===== src/rtl/mips_cpu_state_sequencer.sv =====
// Multi-cycle MIPS instruction sequencer: FETCH -> DECODE -> EXEC1 [-> EXEC2],
// with bus/muldiv stalls, halting on a zero next-PC and a retired-instruction counter.
module mips_cpu_state_sequencer (
    input  logic        clk,
    input  logic        reset_n,
    input  logic        waitrequest,
    input  logic [5:0]  opcode,
    input  logic [5:0]  fncode,
    input  logic [4:0]  regimm,
    input  logic [31:0] pc_next,
    input  logic        muldiv_busy,
    output logic [2:0]  state,
    output logic        active,
    output logic        stall,
    output logic [31:0] retired
);

    typedef enum logic [2:0] {
        HALTED = 3'd0,
        FETCH  = 3'd1,
        DECODE = 3'd2,
        EXEC1  = 3'd3,
        EXEC2  = 3'd4
    } state_t;

    state_t cur_state;
    state_t next_state;
    logic   is_load;
    logic   two_cycle;
    logic   mem_op;
    logic   muldiv_op;
    logic   exec1_hold;
    logic   complete;

    always_comb begin
        is_load    = (opcode >= 6'h20) && (opcode <= 6'h26);
        two_cycle  = is_load || ((opcode == 6'h01) && ((regimm == 5'h10) || (regimm == 5'h11)));
        mem_op     = is_load || (opcode == 6'h28) || (opcode == 6'h29) || (opcode == 6'h2B);
        muldiv_op  = (opcode == 6'h00) && (fncode >= 6'h18) && (fncode <= 6'h1B);
        exec1_hold = (mem_op && waitrequest) || (muldiv_op && muldiv_busy);
    end

    always_comb begin
        next_state = HALTED;
        stall      = 1'b0;
        complete   = 1'b0;
        case (cur_state)
            HALTED: next_state = HALTED;
            FETCH: begin
                stall      = waitrequest;
                next_state = waitrequest ? FETCH : DECODE;
            end
            DECODE: next_state = EXEC1;
            EXEC1: begin
                if (exec1_hold) begin
                    stall      = 1'b1;
                    next_state = EXEC1;
                end else if (two_cycle) begin
                    next_state = EXEC2;
                end else begin
                    complete   = 1'b1;
                    next_state = (pc_next == 32'h0) ? HALTED : FETCH;
                end
            end
            EXEC2: begin
                complete   = 1'b1;
                next_state = (pc_next == 32'h0) ? HALTED : FETCH;
            end
            // Encodings 5-7 fall through to HALTED.
            default: next_state = HALTED;
        endcase
    end

    always_ff @(posedge clk or negedge reset_n) begin
        if (!reset_n) begin
            cur_state <= FETCH;
            retired   <= 32'h0;
        end else begin
            cur_state <= next_state;
            if (complete)
                retired <= retired + 32'd1;
        end
    end

    assign state  = cur_state;
    assign active = (cur_state != HALTED);

endmodule


===== config.mk =====
export PLATFORM = sky130hd
export DESIGN_NAME = mips_cpu_state_sequencer
export DESIGN_NICKNAME = d
export VERILOG_FILES = /design/src/rtl/mips_cpu_state_sequencer.sv
export SDC_FILE = /design/constraint.sdc
export NUM_CORES = 1
export LEC_CHECK = 0
export ABC_AREA = 1
export ABC_CLOCK_PERIOD_IN_PS = 1900
export BUFFER_PORTS_ARGS = -buffer_cell sky130_fd_sc_hd__buf_2
export CAP_MARGIN = 5
export CELL_PAD_IN_SITES_DETAIL_PLACEMENT = 1
export CELL_PAD_IN_SITES_GLOBAL_PLACEMENT = 2
export CORE_ASPECT_RATIO = 2
export CORE_MARGIN = 2
export CORE_UTILIZATION = 26
export CTS_CLUSTER_SIZE = 40
export DETAILED_ROUTE_END_ITERATION = 10
export GPL_TIMING_DRIVEN = 0
export PLACE_DENSITY = 0.87
export SKIP_CTS_REPAIR_TIMING = 1
export SYNTH_ARGS = -nofsm -noshare
export SYNTH_HDL_FRONTEND = slang
export SYNTH_SLANG_ARGS = --single-unit

===== constraint.sdc =====
create_clock -name clk -period 1.9 [get_ports clk]
set_input_delay 0.57 -clock clk [delete_from_list [all_inputs] [get_ports clk]]
set_output_delay 0.57 -clock clk [all_outputs]
set_load 0.02 [all_outputs]

# ---- After elaboration in Yosys (flattened, before gate mapping)
# Index checks and enable logic that the tools add are counted.
dict set report totals {
  reg_bits 35
  input_bits 53
  elab_cells 42
}
dict set report op_classes {
  addsub 1
  n_lt_le_gt_ge 4
  n_eq_ne 10
  n_mux 10
  reduce_logical 15
}
# op count
set op_table {}
lappend op_table {{32-bit by 1-bit adder with 32-bit output, second input constant} 1}
lappend op_table {{32-bit logical NOT} 1}
lappend op_table {{6-bit equality test, second input constant} 3}
lappend op_table {{3-bit one-hot mux with 4 select lines} 1}
lappend op_table {{5-bit equality test, second input constant} 2}
lappend op_table {{3-bit by 2-bit equality test with 1-bit output, second input constant} 2}
lappend op_table {{6-bit by 1-bit equality test with 1-bit output, second input constant} 1}
lappend op_table {{6-bit by 5-bit greater-or-equal comparator with 1-bit output, second input constant} 1}
lappend op_table {{6-bit greater-or-equal comparator, second input constant} 1}
lappend op_table {{6-bit by 5-bit less-or-equal comparator with 1-bit output, second input constant} 1}
lappend op_table {{6-bit less-or-equal comparator, second input constant} 1}
lappend op_table {{1-bit logical AND} 6}
lappend op_table {{6-bit logical NOT} 1}
lappend op_table {{1-bit logical OR} 6}
lappend op_table {{3-bit 2-to-1 mux} 2}
lappend op_table {{1-bit 2-to-1 mux} 4}
lappend op_table {{1-bit one-hot mux with 2 select lines} 2}
lappend op_table {{3-bit by 1-bit equality test with 1-bit output, second input constant} 1}
lappend op_table {{3-bit equality test, second input constant} 1}
lappend op_table {{3-bit nonzero test} 1}
lappend op_table {{2-bit 2-to-1 mux} 1}

# ---- Depth between registers and ports, before layout
# Gate-level depths: netlist of run 1.
dict set report logic_depth {
  word_depth 9
  mapped_depth 10
  mapped_depth_nobuf 10
}

# ---- Worst setup path before layout of run 1
# No wires, ideal clock.
dict set report synth_path {
  kind {in2out}
  startpoint {input opcode[5]}
  endpoint {output stall}
  arrival_ns 1.256
  slack_ns 0.074
  cell_stages 8
  path_buffers 0
  path_cell_list {inv_1 -> nor2_1 -> nand3_2 -> nand2_1 -> nand2_1 -> nand2_1 -> nand2_1 -> nand2_1}
}
dict set report synth_via {
  elab_chain_cells 9
  word_cells_on_any_way 17
  classes_between {2 x order compare; 3 x eq/ne; 2 x mux; 10 x reduce/logical}
}
# item line
set synth_rtl {}
lappend synth_rtl {{from (decl)} 7} ;# input logic [5:0] opcode,
lappend synth_rtl {{6-bit greater-or-equal comparator / 6-bit less-or-equal comparator (equally long branches)} 36} ;# is_load = (opcode >= 6'h20) && (opcode <= 6'h26);
lappend synth_rtl {{1-bit logical AND} 36}
lappend synth_rtl {{1-bit logical OR (3 in series)} 38} ;# mem_op = is_load || (opcode == 6'h28) || (opcode == 6'h29) || (opcode == 6'h2B);
lappend synth_rtl {{1-bit logical AND} 40} ;# exec1_hold = (mem_op && waitrequest) || (muldiv_op && muldiv_busy);
lappend synth_rtl {{1-bit logical OR *} 40}
lappend synth_rtl {{1-bit 2-to-1 mux *} 55} ;# if (exec1_hold) begin
lappend synth_rtl {{1-bit one-hot mux with 2 select lines *} 47} ;# case (cur_state)
lappend synth_rtl {{to (decl)} 14} ;# output logic stall,
# Mark *: on every way between the ends. The rest lies on a longest branch, timed or not.

# ---- Worst setup path in the final report of run 1
dict set report layout_path {
  startpoint {input opcode[4]}
  endpoint {output stall}
}
# The elaborated chain is that of the path after synthesis.

==> impl_metrics.json, run 1 <==
{
  "status": "finished with violations",
  "violations": "setup timing",
  "synthesis.nets": 449,
  "r2r_cells": 9,
  "grt-ovfl-total": 0,
  "cp-start-kind": "primary input",
  "diodes": 0,
  "areaGrowthSynthToFinish_pct": 32.9,
  "leakage_nw": 1.71,
  "via_per_inst": 4.65,
  "grt_max_degree": 36,
  "ant_nets": 0,
  "totalWireLength_um": 9270,
  "wl_met3_um": 375,
  "cts_inserted_buffers": 5,
  "reg2reg_from": "retired[0]$_DFFE_PN0P_",
  "synth_most_common_cell": "nand2_1",
  "synth_seq_cells": 35,
  "grt_pass1_wl_um": 15000,
  "r2r_end": "retired[24]$_DFFE_PN0P_",
  "vdd_drop_max_v": 0.000399,
  "netlist_top_cells_count": "151 x nand2_1, 72 x nor2_1, 48 x nand3_1, 34 x dfrtp_1, 26 x inv_1",
  "synthArstFlopShare_pct": 100,
  "syn_inst": 395,
  "fin_crit_sh_pct": 106,
  "synth_area_mm2": 0.00254,
  "required_ns": 1.33,
  "die_y_um": 144,
  "synth_edf_count": 0,
  "antenna_found_initial": 0,
  "ys_warn_count": 0,
  "grt.total_usage_pct": 18.8,
  "fin_crit_ns": 2.01,
  "firstDrtPassIters": 4,
  "root_buffer": "clkbuf_16",
  "fillers": 1255,
  "synthTopCellsByArea": "dfrtp_1 33%, nand2_1 22%, nor2_1 11%",
  "dieArea_mm2": 0.0106,
  "clk_latency_ns": 0.29,
  "powerDensity_mw_per_mm2": 737,
  "setup_ws_ns": -0.107,
  "path_clk_slew_ns": 0.06,
  "cts.sinks": 35,
  "hp-class": "primary input to asynchronous set/reset pin",
  "drc": 0,
  "highest_layer": "met4",
  "multiInputGateArea_mm2": 0.00156,
  "cp-end-kind": "output port",
  "cts_htree_levels": 2,
  "fmax_mhz": 498,
  "fin_worst_skew_ns": 0.00717,
  "wl_met1_um": 2940,
  "finalSetupTns_ns": -0.107,
  "drive_gt1_share_pct": 27.5,
  "grt_pass1_vias": 3205,
  "avgRoutedWirePerCell_um": 14.9,
  "ff_latch_area_um2": 878,
  "hold_viol": 0,
  "max_slew_margin_pct": 43.7,
  "slew_viol_final": 0,
  "yosysUniqueCellTypes": 25,
  "die_w_um": 73.9,
  "rrSetupSlack_ns": 0.15,
  "synth_top_area_share_pct": 33.4,
  "fin_nets": 544,
  "place_hpwl_um": 7620,
  "num_rows": 51,
  "port_buffers": 86,
  "wl_met2_um": 5550,
  "ioPinCount": 90,
  "gp_congestion": 0.884,
  "cts_tree": "built",
  "dp.cells": 613,
  "setup_viol": 1,
  "max_cap_viol_count": 0,
  "timing.hold.ws_ns": 0.385,
  "core_region_area_mm2": 0.00964,
  "tightest_slew_ns": 0.845,
  "stdcell_count": 623,
  "yosysSeqAreaShare_pct": 34.5,
  "clockBufferDepth": 2,
  "crit_fanout": 2,
  "cp.arrival_ns": 1.44,
  "start_util_pct": 26.4,
  "num_vias": 2898,
  "synth_ff_type": "dfrtp_1",
  "total_power_mw": 2.49,
  "synth_area_per_cell_um2": 6.44,
  "synth_area_leader_cell": "dfrtp_1",
  "drt_iter0_markers": 98,
  "fin_util_pct": 35.1,
  "rsz0062_at_grt": "true",
  "path_class": "primary input to output port"
}
routing by layer:
metal / up-vias / GRT usage, %
li1: 1429 / -
met1: 1351 / 16.7
met2: 95 / 38.0
met3: 23 / 2.66
met4: 0 / 9.28
met5: - / 0
critical path, stage by stage:
cell	delay [ns]
buf_2	0.13
nor2_2	0.15
nand2_2	0.07
nor2_2	0.11
inv_1	0.06
nand2_2	0.08
nand2_2	0.07
nand2_2	0.08
buf_6	0.12
cells by family (layout without fill, tap and decap cells):
kind of cell / Yosys count / count (layout) / share of synthesized area (%)
adder cells (fa/ha/maj): 1 / 1 / 0.492
AND/OR/NAND/NOR: 296 / 296 / 49.3
flip-flops: 35 / 35 / 34.5
AO/OA/AOI/OAI: 4 / 4 / 1.18
XOR/XNOR: 23 / 23 / 7.92
buffers and inverters: 36 / 132 / 6.64
sequential cells by signal, indices dropped and copies added, names as in the netlist:
signal / cells
retired: 32
state: 3
cell usage in the layout (no fill, tap or decap), drive strengths merged, types with 2 or more instances in the layout:
cell type / instances
buf: 94
clkbuf: 10
dfrtp: 34
inv: 27
nand2: 156
nand3: 49
nand3b: 4
nand4: 7
nor2: 77
nor3: 3
o21ai: 2
xnor2: 9
xor2: 14
report_power, final:
group | switching, mW | total [mW] | internal [mW]
Combinational | 0.475 | 0.754 | 0.278
Clock | 0.328 | 0.814 | 0.485
Sequential | 0.105 | 0.924 | 0.819
Total | 0.909 | 2.49 | 1.58
worst max path at each step:
stage / end / startpoint / slack, ns / cells past startpoint
finish: stall / opcode[4] / -0.11 / 9
global route: stall / fncode[3] / -0.20 / 10
CTS: stall / opcode[4] / -0.29 / 9
detailed placement: stall / opcode[4] / -0.28 / 9
global placement: stall / opcode[4] / -0.24 / 9
floorplan: stall / opcode[5] / 0.07 / 8
final cells by class:
cell class                 count  share of cell area [%]
clock buffer                   7                    3.92
timing repair buffer          88                    13.8
buffer                         9                    2.00
multi-input combinational    324                    46.2
inverter                      27                    3.00
clock inverter                 1                   0.148
sequential                    35                    26.0
tap                          132                    4.89
metrics by stage:
| step | setup slack, ns | instance area [um2] |
|---|---|---|
| 3_3_place_gp | -0.241 | 3140 |
| 3_5_place_dp | -0.284 | 3140 |
| 2_1_floorplan | 0.0743 | 2540 |
| 5_1_grt | -0.204 | 3380 |
| 6_report | -0.107 | 3380 |
| 4_1_cts | -0.286 | 3280 |
(Power assumes the default switching activity.)
==> inputs of run 2 (changes only) <==
Settings changed: ABC_CLOCK_PERIOD_IN_PS 1900 to default, CORE_ASPECT_RATIO 2 to 0.9.
==> impl_metrics.json, run 2 (same netlist as run 1, synthesis figures left out) <==
{
  "grt_max_degree": 36,
  "slew_viol_final": 0,
  "cts_tree": "built",
  "totalWireLength_um": 8290,
  "timing.hold.ws_ns": 0.352,
  "fin_crit_sh_pct": 105,
  "die_w_um": 108,
  "die_y_um": 97.8,
  "final_cell_mix": "146 x nand2_1, 82 x buf_2, 65 x nor2_1, 47 x nand3_1, 34 x dfrtp_1",
  "grt_pass1_vias": 2998,
  "max_slew_margin_pct": 46.5,
  "drive_gt1_share_pct": 26.1,
  "cp-end-kind": "output port",
  "cp-start-kind": "primary input",
  "drt_iter0_markers": 63,
  "place_ws_ns": -0.228,
  "crit_path_frequent_cell": "nand2_2",
  "crit_path_start": "fncode[3]",
  "path_class": "primary input to output port",
  "leakage_nw": 1.68,
  "cp_slowest_stage_delay_ns": 0.15,
  "crit_fanout": 2,
  "root_buffer": "clkbuf_8",
  "gp_congestion": 0.839,
  "violations": "setup timing",
  "clockBufferDepth": 2,
  "status": "finished with violations",
  "firstDrtPassIters": 4,
  "total_power_mw": 2.21,
  "ant_nets": 0,
  "final_common_cell": "nand2_1",
  "max_cap_viol_count": 0,
  "cp_cell_sequence": "buf_6, nand2_2, nor2_2, nand3_1, nor2_2, inv_1, nand2_2, nand2_2, nand2_2, buf_6",
  "start_util_pct": 26.5,
  "dieArea_mm2": 0.0106,
  "r2r_cells": 9,
  "hp-class": "primary input to asynchronous set/reset pin",
  "setup_viol": 1,
  "top_register": "retired",
  "cts_inserted_buffers": 5,
  "grt.total_usage_pct": 16.7,
  "vdd_drop_max_v": 0.000457,
  "cts_htree_levels": 2,
  "avgRoutedWirePerCell_um": 13.5,
  "num_rows": 34,
  "path_clk_slew_ns": 0.07,
  "cts.sinks": 35,
  "slowest_stage": "nor2_2",
  "fin_nets": 543,
  "largest_reg_flops": 32,
  "areaGrowthSynthToFinish_pct": 29.3,
  "fin_worst_skew_ns": 0.00455,
  "antenna_found_initial": 0,
  "via_per_inst": 4.61,
  "grt_pass1_wl_um": 14100,
  "reg2reg_from": "retired[0]$_DFFE_PN0P_",
  "powerDensity_mw_per_mm2": 674,
  "diodes": 0,
  "drc": 0,
  "fmax_mhz": 500,
  "cp.arrival_ns": 1.43,
  "grt-ovfl-total": 0,
  "ioPinCount": 90,
  "rsz0062_at_grt": "true",
  "tightest_slew_ns": 0.802,
  "port_buffers": 86,
  "required_ns": 1.33,
  "num_vias": 2838,
  "core_region_area_mm2": 0.00961,
  "clk_latency_ns": 0.30,
  "place_hpwl_um": 6710,
  "setup_ws_ns": -0.0994,
  "fin_crit_ns": 2.00,
  "hold_viol": 0,
  "fin_util_pct": 34.2
}
## run 2: layout make-up
type	count	area (um2)
fillers	1296	6330
multi-input cells	324	1540
flip-flops and latches	35	877
repair buffers	87	463
well taps	126	158
inverters	27	101
clock buffers	7	76.3
plain buffers	9	67.6
clock inverters	1	5.00
## run 2: metrics by stage
stage / cells / setup TNS (ns) / cell area, um2
5_1_grt: 616 / -0.160 / 3290
3_5_place_dp: 607 / -0.228 / 3130
3_3_place_gp: 607 / -0.185 / 3130
4_1_cts: 615 / -0.229 / 3210
2_1_floorplan: 395 / 0 / 2540
6_report: 616 / -0.0994 / 3290
## run 2: worst max-delay path: cells and delay by family
| kind | cells | cell delay, ns |
|---|---|---|
| simple gates | 7 | 0.60 |
| buf+inv | 3 | 0.26 |
## run 2: power breakdown
part / leakage [nW] / switching, mW / internal, mW
registers: 0.480 / 0.108 / 0.815
logic: 1.16 / 0.460 / 0.282
clock network: 0.0422 / 0.291 / 0.258
## run 2: layer usage
| layer | vias to the layer above | part of all wire (%) | GRT usage [%] | wire length [um] |
|---|---|---|---|---|
| li1 | 1427 | - | - | - |
| met1 | 1349 | 48 | 21.9 | 3970 |
| met2 | 53 | 47 | 28.1 | 3900 |
| met3 | 9 | 3.5 | 3.00 | 294 |
| met4 | 0 | 1.5 | 4.83 | 122 |
| met5 | - | 0 | 0 | 0 |
## run 2: worst paths after layout
check                      slack [ns]                 endpoint
max                              -0.1                    stall
min                              0.35   retired[6]$_DFFE_PN0P_
max reg2reg                      0.16  retired[24]$_DFFE_PN0P_
min reg2reg                      0.56  retired[31]$_DFFE_PN0P_
max in group asynchronous        1.03  retired[26]$_DFFE_PN0P_
min in group clk                 0.56       state[1]$_DFF_PN0_
